$ cat config.mk
export PLATFORM = sky130hd
export DESIGN_NAME = keypad_scan
export DESIGN_NICKNAME = d
export VERILOG_FILES = /design/src/rtl/keypad_scan_pkg.sv /design/src/rtl/keypad_scan_sync_2ff.sv /design/src/rtl/keypad_scan.sv
export SDC_FILE = /design/constraint.sdc
export NUM_CORES = 1
export LEC_CHECK = 0
export CORE_MARGIN = 10
export CORE_UTILIZATION = 55
export DETAILED_ROUTE_END_ITERATION = 16
export PLACE_DENSITY = 0.75
export SKIP_CTS_REPAIR_TIMING = 1
export SLEW_MARGIN = 40
export SYNTH_ARGS = -nofsm -noshare
export SYNTH_HDL_FRONTEND = slang
export SYNTH_SLANG_ARGS = --single-unit
export TNS_END_PERCENT = 100
$ cat constraint.sdc
create_clock -name clk_i -period 3.2 [get_ports clk_i]
set_input_delay 0.64 -clock clk_i [delete_from_list [all_inputs] [get_ports clk_i]]
set_output_delay 0.64 -clock clk_i [all_outputs]
set_load 0.02 [all_outputs]
$ cat src/rtl/keypad_scan_pkg.sv
// -----------------------------------------------------------------------------
// keypad_defs: shared constants and helpers for the keypad scanner. Rev 1.0
// -----------------------------------------------------------------------------
`default_nettype none

package keypad_defs;

  localparam logic [1:0] c_st_scan     = 2'd0;
  localparam logic [1:0] c_st_debounce = 2'd1;
  localparam logic [1:0] c_st_hold     = 2'd2;

  localparam int c_def_scan_div     = 50000;
  localparam int c_def_debounce_cnt = 4;

  localparam int c_row_w  = 2;
  localparam int c_col_w  = 2;
  localparam int c_code_w = c_row_w + c_col_w;
  localparam int c_cnt_w  = 4;

  // Lowest-index active-low row; other simultaneous rows are ignored.
  function automatic logic [c_row_w-1:0] lowest_low(input logic [3:0] rows);
    logic [c_row_w-1:0] idx;
    idx = '0;
    for (int i = 3; i >= 0; i--) begin
      if (!rows[i]) idx = c_row_w'(i);
    end
    return idx;
  endfunction

endpackage

`default_nettype wire

$ cat src/rtl/keypad_scan_sync_2ff.sv
// -----------------------------------------------------------------------------
// sync_2ff: generic N-bit two-flop synchronizer, resets to all ones. Rev 1.0
// -----------------------------------------------------------------------------
`default_nettype none

module sync_2ff #(
  parameter int WIDTH = 1
) (
  input  logic             clk_i,
  input  logic             reset_i,
  input  logic [WIDTH-1:0] d_i,
  output logic [WIDTH-1:0] q_o
);

  logic [WIDTH-1:0] r_meta;
  logic [WIDTH-1:0] r_sync;

  always_ff @(posedge clk_i or posedge reset_i) begin
    if (reset_i) begin
      r_meta <= '1;
      r_sync <= '1;
    end else begin
      r_meta <= d_i;
      r_sync <= r_meta;
    end
  end

  assign q_o = r_sync;

endmodule

`default_nettype wire

$ cat src/rtl/keypad_scan.sv
// -----------------------------------------------------------------------------
// keypad_scan: 4x4 active-low matrix keypad scanner with press/release debounce. Rev 1.0
// -----------------------------------------------------------------------------
`default_nettype none

module keypad_scan
  import keypad_defs::*;
#(
  parameter int SCAN_DIV     = c_def_scan_div,
  parameter int DEBOUNCE_CNT = c_def_debounce_cnt
) (
  input  logic                clk_i,
  input  logic                reset_i,
  input  logic [3:0]          row_i,
  output logic [3:0]          col_o,
  output logic [c_code_w-1:0] keyboard_val_o,
  output logic                key_pressed_o,
  output logic                key_strobe_o
);

  localparam int DIV_W = (SCAN_DIV > 1) ? $clog2(SCAN_DIV) : 1;
  localparam logic [DIV_W-1:0]   c_div_last = DIV_W'(SCAN_DIV - 1);
  localparam logic [c_cnt_w-1:0] c_deb_last = c_cnt_w'(DEBOUNCE_CNT - 1);

  logic [3:0]          w_rows_s;
  logic [DIV_W-1:0]    r_div;
  logic [1:0]          r_state;
  logic [1:0]          w_state_next;
  logic [c_col_w-1:0]  r_col_idx;
  logic [c_code_w-1:0] r_cand;
  logic [c_code_w-1:0] r_val;
  logic [c_cnt_w-1:0]  r_match;
  logic [c_cnt_w-1:0]  r_rel;
  logic                r_strobe;

  logic                w_sample;
  logic                w_hit;
  logic [c_code_w-1:0] w_code;
  logic                w_advance;
  logic                w_start;
  logic                w_match_inc;
  logic                w_accept;
  logic                w_rel_inc;
  logic                w_rel_clr;

  sync_2ff #(
    .WIDTH (4)
  ) u_row_sync (
    .clk_i   (clk_i),
    .reset_i (reset_i),
    .d_i     (row_i),
    .q_o     (w_rows_s)
  );

  assign w_sample = (r_div == c_div_last);
  assign w_hit    = ~&w_rows_s;
  assign w_code   = {lowest_low(w_rows_s), r_col_idx};

  always_ff @(posedge clk_i or posedge reset_i) begin
    if (reset_i) begin
      r_div <= '0;
    end else if (w_sample) begin
      r_div <= '0;
    end else begin
      r_div <= r_div + DIV_W'(1);
    end
  end

  always_ff @(posedge clk_i or posedge reset_i) begin
    if (reset_i) begin
      r_state <= c_st_scan;
    end else begin
      r_state <= w_state_next;
    end
  end

  // Every decision is taken only on a sample cycle; between samples the FSM idles.
  always_comb begin
    w_state_next = r_state;
    w_advance    = 1'b0;
    w_start      = 1'b0;
    w_match_inc  = 1'b0;
    w_accept     = 1'b0;
    w_rel_inc    = 1'b0;
    w_rel_clr    = 1'b0;
    case (r_state)
      c_st_scan: begin
        if (w_sample) begin
          if (w_hit) begin
            w_start      = 1'b1;
            w_state_next = c_st_debounce;
          end else begin
            w_advance = 1'b1;
          end
        end
      end
      c_st_debounce: begin
        if (w_sample) begin
          if (w_hit && (w_code == r_cand)) begin
            if (r_match == c_deb_last) begin
              w_accept     = 1'b1;
              w_state_next = c_st_hold;
            end else begin
              w_match_inc = 1'b1;
            end
          end else begin
            w_advance    = 1'b1;
            w_state_next = c_st_scan;
          end
        end
      end
      c_st_hold: begin
        if (w_sample) begin
          if (w_hit) begin
            w_rel_clr = 1'b1;
          end else if (r_rel == c_deb_last) begin
            w_advance    = 1'b1;
            w_state_next = c_st_scan;
          end else begin
            w_rel_inc = 1'b1;
          end
        end
      end
      default: begin
        w_state_next = c_st_scan;
      end
    endcase
  end

  always_ff @(posedge clk_i or posedge reset_i) begin
    if (reset_i) begin
      r_col_idx <= '0;
      r_cand    <= '0;
      r_val     <= '0;
      r_match   <= '0;
      r_rel     <= '0;
      r_strobe  <= 1'b0;
    end else begin
      r_strobe <= w_accept;
      if (w_advance) begin
        r_col_idx <= r_col_idx + c_col_w'(1);
      end
      if (w_start) begin
        r_cand  <= w_code;
        r_match <= c_cnt_w'(1);
      end else if (w_match_inc) begin
        r_match <= r_match + c_cnt_w'(1);
      end else if (w_accept || w_advance) begin
        r_match <= '0;
      end
      if (w_accept) begin
        r_val <= r_cand;
      end
      if (w_rel_inc) begin
        r_rel <= r_rel + c_cnt_w'(1);
      end else if (w_rel_clr || w_advance || w_accept) begin
        r_rel <= '0;
      end
    end
  end

  always_comb begin
    col_o          = ~(4'b0001 << r_col_idx);
    keyboard_val_o = r_val;
    key_pressed_o  = (r_state == c_st_hold);
    key_strobe_o   = r_strobe;
  end

endmodule

`default_nettype wire

==> out/results.env, run 1 <==
DETAILED_PLACE_HPWL_UM=2920
P_CLK_FRAC=0.362
DETAIL_ROUTE.WIRELENGTH_UM=4060
SYN2LAYOUT_AREA_GROWTH_PCT=12.9
HOLD_WS_NS=0.358
FINAL_UTIL=0.644
CTS_BUFFERS=5
COMMONEST_NON_FILL_NON_TAP_CELLS_IN_THE_LAYOUT='sky130_fd_sc_hd__dfrtp_1, sky130_fd_sc_hd__nor2_1, sky130_fd_sc_hd__inv_1, sky130_fd_sc_hd__nand2_1, sky130_fd_sc_hd__clkdlybuf4s50_1'
CRIT_PATH_END_KIND='output port'
SW_FRAC=0.224
FIN_SKEW_NS=0.00713
DIE-WIDTH_UM=84.4
YOSYSSEQAREASHARE=0.498
FINAL-MAX-SLEW-VIOLATION-COUNT=0
FIN_TNS_SETUP_NS=0
TIMING.REG2REG.SETUP_SLACK_NS=1.15
RUN_STATUS='complete, no violations'
YOSYSWARNINGCOUNT=0
CLOCK_PATH_BUFFERS=2
VIASPERCELL=5.42
POST-LAYOUT-TOTAL-POWER_mW=0.951
SYNTH-EDFF-COUNT=0
SYNTH.DISTINCT_CELLS=47
CLK-INSERTION-DELAY-LATE_NS=0.30
FLOORPLAN.DIE_AREA_UM2=7130
ANTENNA_CELLS=0
CAP_VIOL_MAX_COUNT=0
LARGEST_VOLTAGE_DROP_ON_THE_VDD_NET_V=0.000263
SYNTH_SEQ_CELLS=45
FINALHOLDVIOLATIONS=0
DRIVE_ABOVE_1_SHARE=0.139
SYNTH_TOP_FLOP_CELL='sky130_fd_sc_hd__dfrtp_1'
HOLDCRITPATHCLASS='flop to flop'
MIN_PERIOD_OVER_PERIOD=0.758
IO_BUFFERS=15
CTS.SINKS=45
INITIALDRTVIOLATIONCOUNT=95
RSZ_0062_RAISED_AFTER_GLOBAL_ROUTING='false'
SETUP_VIOLATIONS=0
RR_STARTPOINT='r_rel[0]$_DFFE_PP0P_'
GRT_ANTENNA_BEFORE_REPAIR=0
HOLDCRITSTARTPOINT='u_row_sync.r_meta[3]$_DFF_PP1_'
REMAINING_DRC_ERRORS=0
BIGGEST_FANOUT_ALONG_THE_WORST_TIMING_PATH=8
GLOBAL_ROUTE_WIRE_LENGTH_BEFORE_REPAIR_UM=7040
CRITICAL_PATH_CLASS='flop to output port'
CHIPHEIGHT_UM=84.4
CORE_AREA_UM2=4000
STATIC_LEAKAGE_nW=1.19
ROUTED_WIRE_LENGTH_PER_INSTANCE_UM=14.2
GLOBALROUTE.TOTALOVERFLOW=0
REGTOREGENDPOINT='r_col_idx[1]$_DFFE_PP0P_'
TIMING.HOLD.WORST_ENDPOINT='u_row_sync.q_o[3]$_DFF_PP1_'
POWER-PER-CELL-AREA_nW_PER_UM2=369
MOSTFREQUENTLAYOUTCELL='sky130_fd_sc_hd__dfrtp_1'
BOUNDARYPINS=16
SYNTHESIS.INSTANCES=215
COMB_POWER_SHARE=0.029
TIMING.HOLD.WORST_PATH_DEPTH=0
FIN_NETS=253
NUM_VIAS=1556
CTS.ROOT.BUFFER_CELL='sky130_fd_sc_hd__clkbuf_8'
ACHIEVABLE-FREQUENCY_MHz=412
PERIOD_NEEDED_NS=2.42
POSTROUTEANTENNANETS=0
MAX_SLEW.WORST_PIN.SLEW_NS=0.757
ROWS=23
RR_WORST_DEPTH=7
SYNTH-ASYNC-RESET-RATIO=1.00
FIRST_GLOBAL_VIAS=1551
WORSTPATHREQUIRED_NS=2.56
GRTUSAGETOTAL=0.119
START_KIND='flop'
CTS_TREE='done'
SWITCHINGPOWER_mW=0.213
CELLINTERNALPOWER_mW=0.738
HTREE_NUM_LEVELS=2
CLKTRANSATPATHREGS_NS=0.08
GRT_START_MAX_NET_PINS=32
POSTSYNTHNETCOUNT=232
POWER.SEQUENTIAL.FRACTION=0.609
FIRST_PASS_DETAILED_ROUTE_ITERATION_TOTAL=4
SYNTH_AREA_UM2=2280
STARTING_UTILIZATION_OF_THE_CORE_AREA=0.571
SLEW-LIMIT-HEADROOM=0.494
SYN_AVG_CELL_AREA_UM2=10.6
PLACE.GP.CONGESTION=0.794
WORSTPATHARRIVAL_NS=1.78
==> registers in the layout, indices dropped and copies added, names as in the netlist <==
register / cells
r_state: 2
keyboard_val_o: 4
r_col_idx: 2
r_match: 4
u_row_sync.q_o: 4
key_strobe_o: 1
r_rel: 4
r_cand: 4
u_row_sync.r_meta: 4
r_div: 16
==> synthesized netlist by cell type (all sizes together) (4+ instances only) <==
library cell | count | area [um2]
dfrtp | 37 | 926
nor2 | 17 | 63.8
inv | 16 | 60.1
nand2 | 15 | 56.3
nand3 | 14 | 82.6
xor2 | 14 | 123
ha | 11 | 138
dfstp | 8 | 210
o21ai | 8 | 40.0
nor3 | 7 | 35.0
a21oi | 6 | 30.0
mux2 | 6 | 82.6
xnor2 | 5 | 43.8
a211oi | 4 | 30.0
buf | 4 | 26.3
o31ai | 4 | 35.0
==> cells by family after synthesis <==
logic type / count (synthesis) / synth area share
XOR/XNOR: 19 / 0.0729
flip-flops: 45 / 0.498
AO/OA/AOI/OAI: 34 / 0.0992
AND/OR/NAND/NOR: 80 / 0.196
buffers and inverters: 20 / 0.0378
multiplexers: 6 / 0.0362
adder cells (fa/ha/maj): 11 / 0.0603
==> power groups by stage <==
stage | clock network, mW | logic (mW) | registers [mW]
6_report | 0.344 | 0.0276 | 0.580
5_1_grt | 0.380 | 0.0319 | 0.581
3_5_place_dp | 0 | 0.0283 | 0.590
2_1_floorplan | 0 | 0.0170 | 0.590
3_3_place_gp | 0 | 0.0278 | 0.590
4_1_cts | 0.354 | 0.0285 | 0.580
==> worst max-delay path, cell delays in order, from the launching register on <==
cell	delay [ns]
sky130_fd_sc_hd__dfrtp_1	0.42
sky130_fd_sc_hd__inv_1	0.10
sky130_fd_sc_hd__ha_1	0.30
sky130_fd_sc_hd__clkdlybuf4s50_1	0.66
==> routing by layer <==
| metal | GRT usage | routed length, um |
|---|---|---|
| met1 | 0.141 | 1980 |
| met3 | 0.0377 | 195 |
| met5 | 0 | 0 |
| met4 | 0.0599 | 69 |
| met2 | 0.188 | 1820 |
==> area by class of cell <==
cell class	count	area (um2)
fillers	339	1420
flip-flops and latches	45	1140
multi-input cells	150	1060
repair buffers	18	173
clock buffers	5	68.8
well taps	50	62.6
inverters	16	60.1
clock inverters	3	17.5
==> stage by stage <==
step	instances	area [um2]	worst slack, ns
after floorplan	215	2280	1.25
after global placement	279	2490	1.14
after detailed placement	279	2490	1.11
after CTS	287	2580	0.766
after global routing	287	2580	0.700
final	287	2580	0.775
==> worst max path at each step <==
| stage | startpoint | end | slack, ns | depth (start not counted) |
|---|---|---|---|---|
| after global placement | r_state[0]$_DFFE_PP0P_ | key_pressed_o | 1.14 | 3 |
| after floorplan | r_state[0]$_DFFE_PP0P_ | r_col_idx[1]$_DFFE_PP0P_ | 1.25 | 7 |
| final | r_state[0]$_DFFE_PP0P_ | key_pressed_o | 0.78 | 3 |
| after CTS | r_state[0]$_DFFE_PP0P_ | key_pressed_o | 0.77 | 3 |
| after detailed placement | r_state[0]$_DFFE_PP0P_ | key_pressed_o | 1.11 | 3 |
| after global routing | r_state[0]$_DFFE_PP0P_ | key_pressed_o | 0.70 | 3 |
Power figures use the tool's default switching activity.
==> run 2, diff against run 1 <==
clock period = 2.35 ns   (was 3.2 ns; I/O delays follow)
==> run 2 against run 1 <==
Setup slack got worse by 0.64 ns. Critical path depth increased by 1. Count of clock-buffer cells in the layout unchanged. Hold slack got worse by 0.00070 ns. Clock skew increased by 0.0081 ns. Die area unchanged. Via count increased by 1.5%. Clock power increased by 96%. Combinational power increased by 42%. Sequential power increased by 36%. Flip-flop and latch count unchanged. Final area increased by 2.7%. Critical path type unchanged. Largest power group unchanged. Highest routed layer unchanged.
==> out/results.env, run 2 (synthesis gave the netlist of run 1 again) <==
RUN_STATUS='complete, no violations'
FIN_CELLS=288  # +0.35%
SETUP_VIOLATIONS=0  # unchanged
REGISTERS.TOP_BY_FF_COUNT='r_div'
HOLD_WS_NS=0.357  # -0.000699 ns
CTS_BUFFERS=5  # unchanged
COMMONEST_NON_FILL_NON_TAP_CELLS_IN_THE_LAYOUT='sky130_fd_sc_hd__dfrtp_1, sky130_fd_sc_hd__nor2_1, sky130_fd_sc_hd__inv_1, sky130_fd_sc_hd__nand2_1'
FIN_TNS_SETUP_NS=0  # unchanged
POWER-PER-CELL-AREA_nW_PER_UM2=568  # +54%
CAP_VIOL_MAX_COUNT=0  # unchanged
LARGEST_VOLTAGE_DROP_ON_THE_VDD_NET_V=0.000384  # +46%
FINAL_UTIL=0.662  # +0.0175
WORSTPATHREQUIRED_NS=1.88  # -0.68 ns
DESIGN_AREA_UM2=2650  # +2.7%
GLOBALROUTE.TOTALOVERFLOW=0  # unchanged
DP.CELLS=280  # +0.36%
PERIOD_NEEDED_NS=2.22
MOSTFREQUENTLAYOUTCELL='sky130_fd_sc_hd__dfrtp_1'
GLOBAL_ROUTE_WIRE_LENGTH_BEFORE_REPAIR_UM=7110  # +1.1%
ACHIEVABLE-FREQUENCY_MHz=451
CLK-INSERTION-DELAY-LATE_NS=0.30  # about the same
FIN_NETS=254  # +0.40%
MAX_SLEW.WORST_PIN.SLEW_NS=0.521  # -0.237 ns
STATIC_LEAKAGE_nW=1.25  # +4.4%
CHIPHEIGHT_UM=84.4  # unchanged
DETAILED_PLACE_HPWL_UM=2880  # -1.6%
CTS.ROOT.BUFFER_CELL='sky130_fd_sc_hd__clkbuf_8'
WORSTPATHARRIVAL_NS=1.75  # -0.03 ns
SYN2LAYOUT_AREA_GROWTH_PCT=16.0
CRITICAL_PATH_CLASS='flop to output port'
BOUNDARYPINS=16  # unchanged
DRIVE_ABOVE_1_SHARE=0.143  # +0.00362
LARGEST_REGISTER_FFS=16  # unchanged
SW_FRAC=0.186  # -0.0385
FIRST_GLOBAL_VIAS=1591  # +2.6%
CTS_TREE='done'
GRT_START_MAX_NET_PINS=46  # +44%
FLOORPLAN.DIE_AREA_UM2=7130  # unchanged
ANTENNA_CELLS=0  # unchanged
IO_BUFFERS=15  # unchanged
GRT_ANTENNA_BEFORE_REPAIR=0  # unchanged
PLACE.GP.CONGESTION=0.806  # +1.4%
RSZ_0062_RAISED_AFTER_GLOBAL_ROUTING='false'
PLACED_AREA_UM2=2510  # +0.80%
CLKTRANSATPATHREGS_NS=0.09  # about the same
ROUTED_WIRE_LENGTH_PER_INSTANCE_UM=13.8  # -2.8%
ROWS=23  # unchanged
REMAINING_DRC_ERRORS=0  # unchanged
HOLDCRITPATHCLASS='flop to flop'
INITIALDRTVIOLATIONCOUNT=98  # +3.2%
DIE-WIDTH_UM=84.4  # unchanged
CRIT_PATH_END_KIND='output port'
STARTING_UTILIZATION_OF_THE_CORE_AREA=0.571  # unchanged
HTREE_NUM_LEVELS=2  # unchanged
NUM_VIAS=1579  # +1.5%
POSTROUTEANTENNANETS=0  # unchanged
CELLINTERNALPOWER_mW=1.22  # +66%
MIN_PERIOD_OVER_PERIOD=0.944
SLEW-LIMIT-HEADROOM=0.650  # +0.156
FIRST_PASS_DETAILED_ROUTE_ITERATION_TOTAL=4  # unchanged
DETAIL_ROUTE.WIRELENGTH_UM=3970  # -2.4%
FINAL-MAX-SLEW-VIOLATION-COUNT=0  # unchanged
CLOCK_PATH_BUFFERS=2  # unchanged
GRTUSAGETOTAL=0.119  # +0.000611
COMB_POWER_SHARE=0.026  # -0.003
FINALHOLDVIOLATIONS=0  # unchanged
P_CLK_FRAC=0.449  # +0.087
CTS.SINKS=45  # unchanged
POWER.SEQUENTIAL.FRACTION=0.525  # -0.084
CORE_AREA_UM2=4000  # unchanged
VIASPERCELL=5.48  # +1.1%
BIGGEST_FANOUT_ALONG_THE_WORST_TIMING_PATH=4  # -4
FIN_SKEW_NS=0.0152  # +0.00808 ns
SWITCHINGPOWER_mW=0.279  # +31%
START_KIND='flop'
## run 2: changes by cell type in the layout (fill, tap and decap cells not counted)
cell and change:
sky130_fd_sc_hd__bufinv_16 +2, sky130_fd_sc_hd__buf_12 +1, sky130_fd_sc_hd__clkdlybuf4s50_1 -1, sky130_fd_sc_hd__clkinv_2 -1, sky130_fd_sc_hd__clkinvlp_4 -1, sky130_fd_sc_hd__dlymetal6s2s_1 +1
## run 2: area by class of cell
| cell class | count | area (um2) |
|---|---|---|
| Inverter | 16 | 60.1 |
| Timing Repair Buffer | 19 | 195 |
| Multi-Input combinational cell | 150 | 1060 |
| Sequential cell | 45 | 1140 |
| Clock inverter | 3 | 65.1 |
| Fill cell | 322 | 1350 |
| Clock buffer | 5 | 68.8 |
| Tap cell | 50 | 62.6 |
## run 2: critical path, cell delays in order, from the launching register on
cell,delay [ns]
sky130_fd_sc_hd__dfrtp_1,0.44
sky130_fd_sc_hd__inv_1,0.13
sky130_fd_sc_hd__ha_1,0.21
sky130_fd_sc_hd__inv_1,0.06
sky130_fd_sc_hd__clkdlybuf4s50_1,0.60
## run 2: final timing paths
check                                          startpoint                           to  slack [ns]  depth (start not counted)
setup / recovery                 r_col_idx[0]$_DFFE_PP0P_                     col_o[2]        0.13                          4
hold / removal             u_row_sync.r_meta[0]$_DFF_PP1_  u_row_sync.q_o[0]$_DFF_PP1_        0.36                          0
setup reg to reg                     r_rel[0]$_DFFE_PP0P_     r_col_idx[1]$_DFFE_PP0P_        0.23                          7
hold reg to reg            u_row_sync.r_meta[0]$_DFF_PP1_  u_row_sync.q_o[0]$_DFF_PP1_        0.36                          0
max in group asynchronous                         reset_i  u_row_sync.q_o[0]$_DFF_PP1_        1.56                          3
min in group asynchronous                         reset_i     r_col_idx[0]$_DFFE_PP0P_        0.51                          3
## run 2: power groups by stage
stage / Combinational, mW / Sequential (mW) / Clock (mW)
2_1_floorplan: 0.0231 / 0.804 / 0
3_3_place_gp: 0.0403 / 0.804 / 0
3_5_place_dp: 0.0410 / 0.804 / 0
4_1_cts: 0.0410 / 0.789 / 0.697
5_1_grt: 0.0452 / 0.790 / 0.722
6_report: 0.0392 / 0.790 / 0.675
## run 2: through the flow
stage | power (mW) | setup WS [ns]
finish | 1.50 | 0.133
global route | 1.56 | 0.0289
CTS | 1.53 | 0.0821
detailed placement | 0.845 | 0.267
global placement | 0.844 | 0.250
floorplan | 0.827 | 0.400
## run 2: routing by layer
layer	vias to the layer above	global-route usage	part of all wire
li1	791	-	-
met1	745	0.145	0.49
met2	38	0.182	0.44
met3	5	0.0348	0.052
met4	0	0.0749	0.018
met5	-	0	0
==> run 3, diff against run 2 <==
CELL_PAD_IN_SITES_DETAIL_PLACEMENT = 1   (was not set)
CELL_PAD_IN_SITES_GLOBAL_PLACEMENT = 2   (was not set)
CORE_UTILIZATION = 41   (was 55)
DONT_BUFFER_PORTS = 1   (was not set)
PLACE_DENSITY = not set   (was 0.75)
PLACE_DENSITY_LB_ADDON = 0.1   (was not set)
==> run 3 against run 2 <==
Via count grew 0.70%. First-iteration DRC count shrank 58%. Critical path depth grew 3. Final area shrank 5.6%. Global-route usage grew 0.65 points. Routed wire length grew 25%. Setup slack gained 0.11 ns. Sequential share of layout area grew 2.6 points. Utilization shrank 20 points. Combinational power shrank 24%. Power shrank 6.3%. Critical path type is now flop to flop.
==> out/results.env, run 3 (synthesis gave the netlist of run 1 again) <==
FLOORPLAN.DIE_AREA_UM2=8950  # +26%
DIE-WIDTH_UM=94.6  # +12%
CTS.SINKS=45  # unchanged
GRTUSAGETOTAL=0.126  # +0.00650
ANTENNA_CELLS=0  # unchanged
STARTING_UTILIZATION_OF_THE_CORE_AREA=0.420  # -0.151
CRITPATHLAUNCH='r_rel[1]$_DFFE_PP0P_'
P_CLK_FRAC=0.419  # -0.030
MIN_PERIOD_OVER_PERIOD=0.896  # -0.0472
GLOBALROUTE.TOTALOVERFLOW=0  # unchanged
ACHIEVABLE-FREQUENCY_MHz=475  # +5.3%
IO_BUFFERS=0  # -15
COMMONEST_NON_FILL_NON_TAP_CELLS_IN_THE_LAYOUT='sky130_fd_sc_hd__dfrtp_1, sky130_fd_sc_hd__nor2_1, sky130_fd_sc_hd__inv_1'
GLOBAL_ROUTE_WIRE_LENGTH_BEFORE_REPAIR_UM=9000  # +27%
SYN2LAYOUT_AREA_GROWTH_PCT=9.48
FIN_TNS_SETUP_NS=0  # unchanged
BOUNDARYPINS=16  # unchanged
CHIPHEIGHT_UM=94.6  # +12%
FINALHOLDVIOLATIONS=0  # unchanged
WORSTPATHARRIVAL_NS=2.29  # +0.54 ns
POSTROUTEANTENNANETS=0  # unchanged
PERIOD_NEEDED_NS=2.11  # -0.111 ns
SLEW-LIMIT-HEADROOM=0.617  # -0.0326
WORSTPATHREQUIRED_NS=2.53  # +0.65 ns
SWITCHINGPOWER_mW=0.299  # +6.9%
CELLINTERNALPOWER_mW=1.11  # -9.3%
NUM_VIAS=1590  # +0.70%
FIN_SKEW_NS=0.00415  # -0.0111 ns
ROUTED_WIRE_LENGTH_PER_INSTANCE_UM=16.8  # +22%
FIRST_GLOBAL_VIAS=1805  # +13%
RSZ_0062_RAISED_AFTER_GLOBAL_ROUTING='false'
CAP_VIOL_MAX_COUNT=0  # unchanged
CTS_TREE='done'
AREA_TAKEN_BY_MULTI_INPUT_LOGIC_GATES_UM2=1060  # unchanged
VIASPERCELL=5.37  # -2.0%
PLACE.GP.CONGESTION=0.784  # -2.7%
LAYOUT.FILLER_CELLS=607  # +89%
CLK-INSERTION-DELAY-LATE_NS=0.30  # about the same
INITIALDRTVIOLATIONCOUNT=41  # -58%
HOLDCRITPATHCLASS='input port to flop'
LARGEST_VOLTAGE_DROP_ON_THE_VDD_NET_V=0.000323  # -16%
CTS.ROOT.BUFFER_CELL='sky130_fd_sc_hd__clkbuf_8'
SETUP_VIOLATIONS=0  # unchanged
DRIVE_ABOVE_1_SHARE=0.156  # +0.0134
HOLD_WS_NS=0.156  # -0.201 ns
CORE_AREA_UM2=5440  # +36%
HTREE_NUM_LEVELS=2  # unchanged
SW_FRAC=0.212  # +0.0261
POST-LAYOUT-TOTAL-POWER_mW=1.41  # -6.3%
SEQ_AREA_UM2=1140  # unchanged
CLOCK_PATH_BUFFERS=2  # unchanged
GRT_START_MAX_NET_PINS=46  # unchanged
FINAL-MAX-SLEW-VIOLATION-COUNT=0  # unchanged
BIGGEST_FANOUT_ALONG_THE_WORST_TIMING_PATH=4  # unchanged
MOSTFREQUENTLAYOUTCELL='sky130_fd_sc_hd__dfrtp_1'
POWER-PER-CELL-AREA_nW_PER_UM2=564  # -0.69%
COMB_POWER_SHARE=0.021  # -0.005
CLKTRANSATPATHREGS_NS=0.09  # about the same
RUN_STATUS='complete, no violations'
CRIT_PATH_END_KIND='flop'
POWER.SEQUENTIAL.FRACTION=0.560  # +0.035
STATIC_LEAKAGE_nW=1.16  # -6.8%
DETAILED_PLACE_HPWL_UM=3750  # +30%
HOLDCRITSTARTPOINT='row_i[3]'
REMAINING_DRC_ERRORS=0  # unchanged
CRITICAL_PATH_CLASS='flop to flop'
FIRST_PASS_DETAILED_ROUTE_ITERATION_TOTAL=4  # unchanged
ROWS=27  # +17%
REGISTERS.TOP_BY_FF_COUNT='r_div'
RR_STARTPOINT='r_rel[1]$_DFFE_PP0P_'
CTS_BUFFERS=5  # unchanged
GRT_ANTENNA_BEFORE_REPAIR=0  # unchanged
MAX_SLEW.WORST_PIN.SLEW_NS=0.574  # +0.0533 ns
LARGEST_REGISTER_FFS=16  # unchanged
DETAIL_ROUTE.WIRELENGTH_UM=4960  # +25%
FIN_NETS=240  # -5.5%
START_KIND='flop'
[run 3: layout make-up]
cell class              count  area share
flip-flops and latches     45       0.455
inverters                  16      0.0240
repair buffers              5      0.0150
multi-input cells         150       0.424
clock inverters             3      0.0185
clock buffers               5      0.0275
well taps                  72      0.0361
[run 3: worst paths after layout]
check / cells past startpoint / to / slack (ns)
setup / recovery: 7 / r_col_idx[1]$_DFFE_PP0P_ / 0.24
hold / removal: 0 / u_row_sync.r_meta[3]$_DFF_PP1_ / 0.16
setup reg to reg: 7 / r_col_idx[1]$_DFFE_PP0P_ / 0.24
hold reg to reg: 0 / u_row_sync.q_o[2]$_DFF_PP1_ / 0.36
max in group asynchronous: 2 / r_div[2]$_DFF_PP0_ / 1.76
min in group asynchronous: 2 / r_div[11]$_DFF_PP0_ / 0.21
[run 3: power by group through the flow]
stage / logic, mW / registers [mW] / clock network, mW
2_1_floorplan: 0.0231 / 0.804 / 0
3_3_place_gp: 0.0303 / 0.804 / 0
3_5_place_dp: 0.0316 / 0.805 / 0
4_1_cts: 0.0316 / 0.790 / 0.613
5_1_grt: 0.0354 / 0.791 / 0.653
6_report: 0.0299 / 0.790 / 0.590
[run 3: routing by layer]
| layer | wire, um | track usage |
|---|---|---|
| met3 | 156 | 0.0365 |
| met4 | 85 | 0.0474 |
| met2 | 2550 | 0.213 |
| met1 | 2170 | 0.148 |
| met5 | 0 | 0 |
[run 3: critical path, stage by stage, from the launching register on]
cell                      delay (ns)
sky130_fd_sc_hd__dfrtp_1        0.40
sky130_fd_sc_hd__ha_1           0.21
sky130_fd_sc_hd__nor3b_2        0.27
sky130_fd_sc_hd__a21oi_1        0.12
sky130_fd_sc_hd__nor3_1         0.30
sky130_fd_sc_hd__o31ai_2        0.14
sky130_fd_sc_hd__nor2_1         0.20
sky130_fd_sc_hd__mux2_1         0.35
[run 3: stage by stage]
stage | utilization | setup WS (ns) | std cells | cell area, um2
finish | 0.459 | 0.243 | 296 | 2500
global route | 0.459 | 0.0558 | 296 | 2500
CTS | 0.459 | 0.232 | 296 | 2500
detailed placement | 0.438 | 0.246 | 288 | 2380
global placement | 0.438 | 0.336 | 288 | 2380
floorplan | - | 0.400 | 215 | 2280
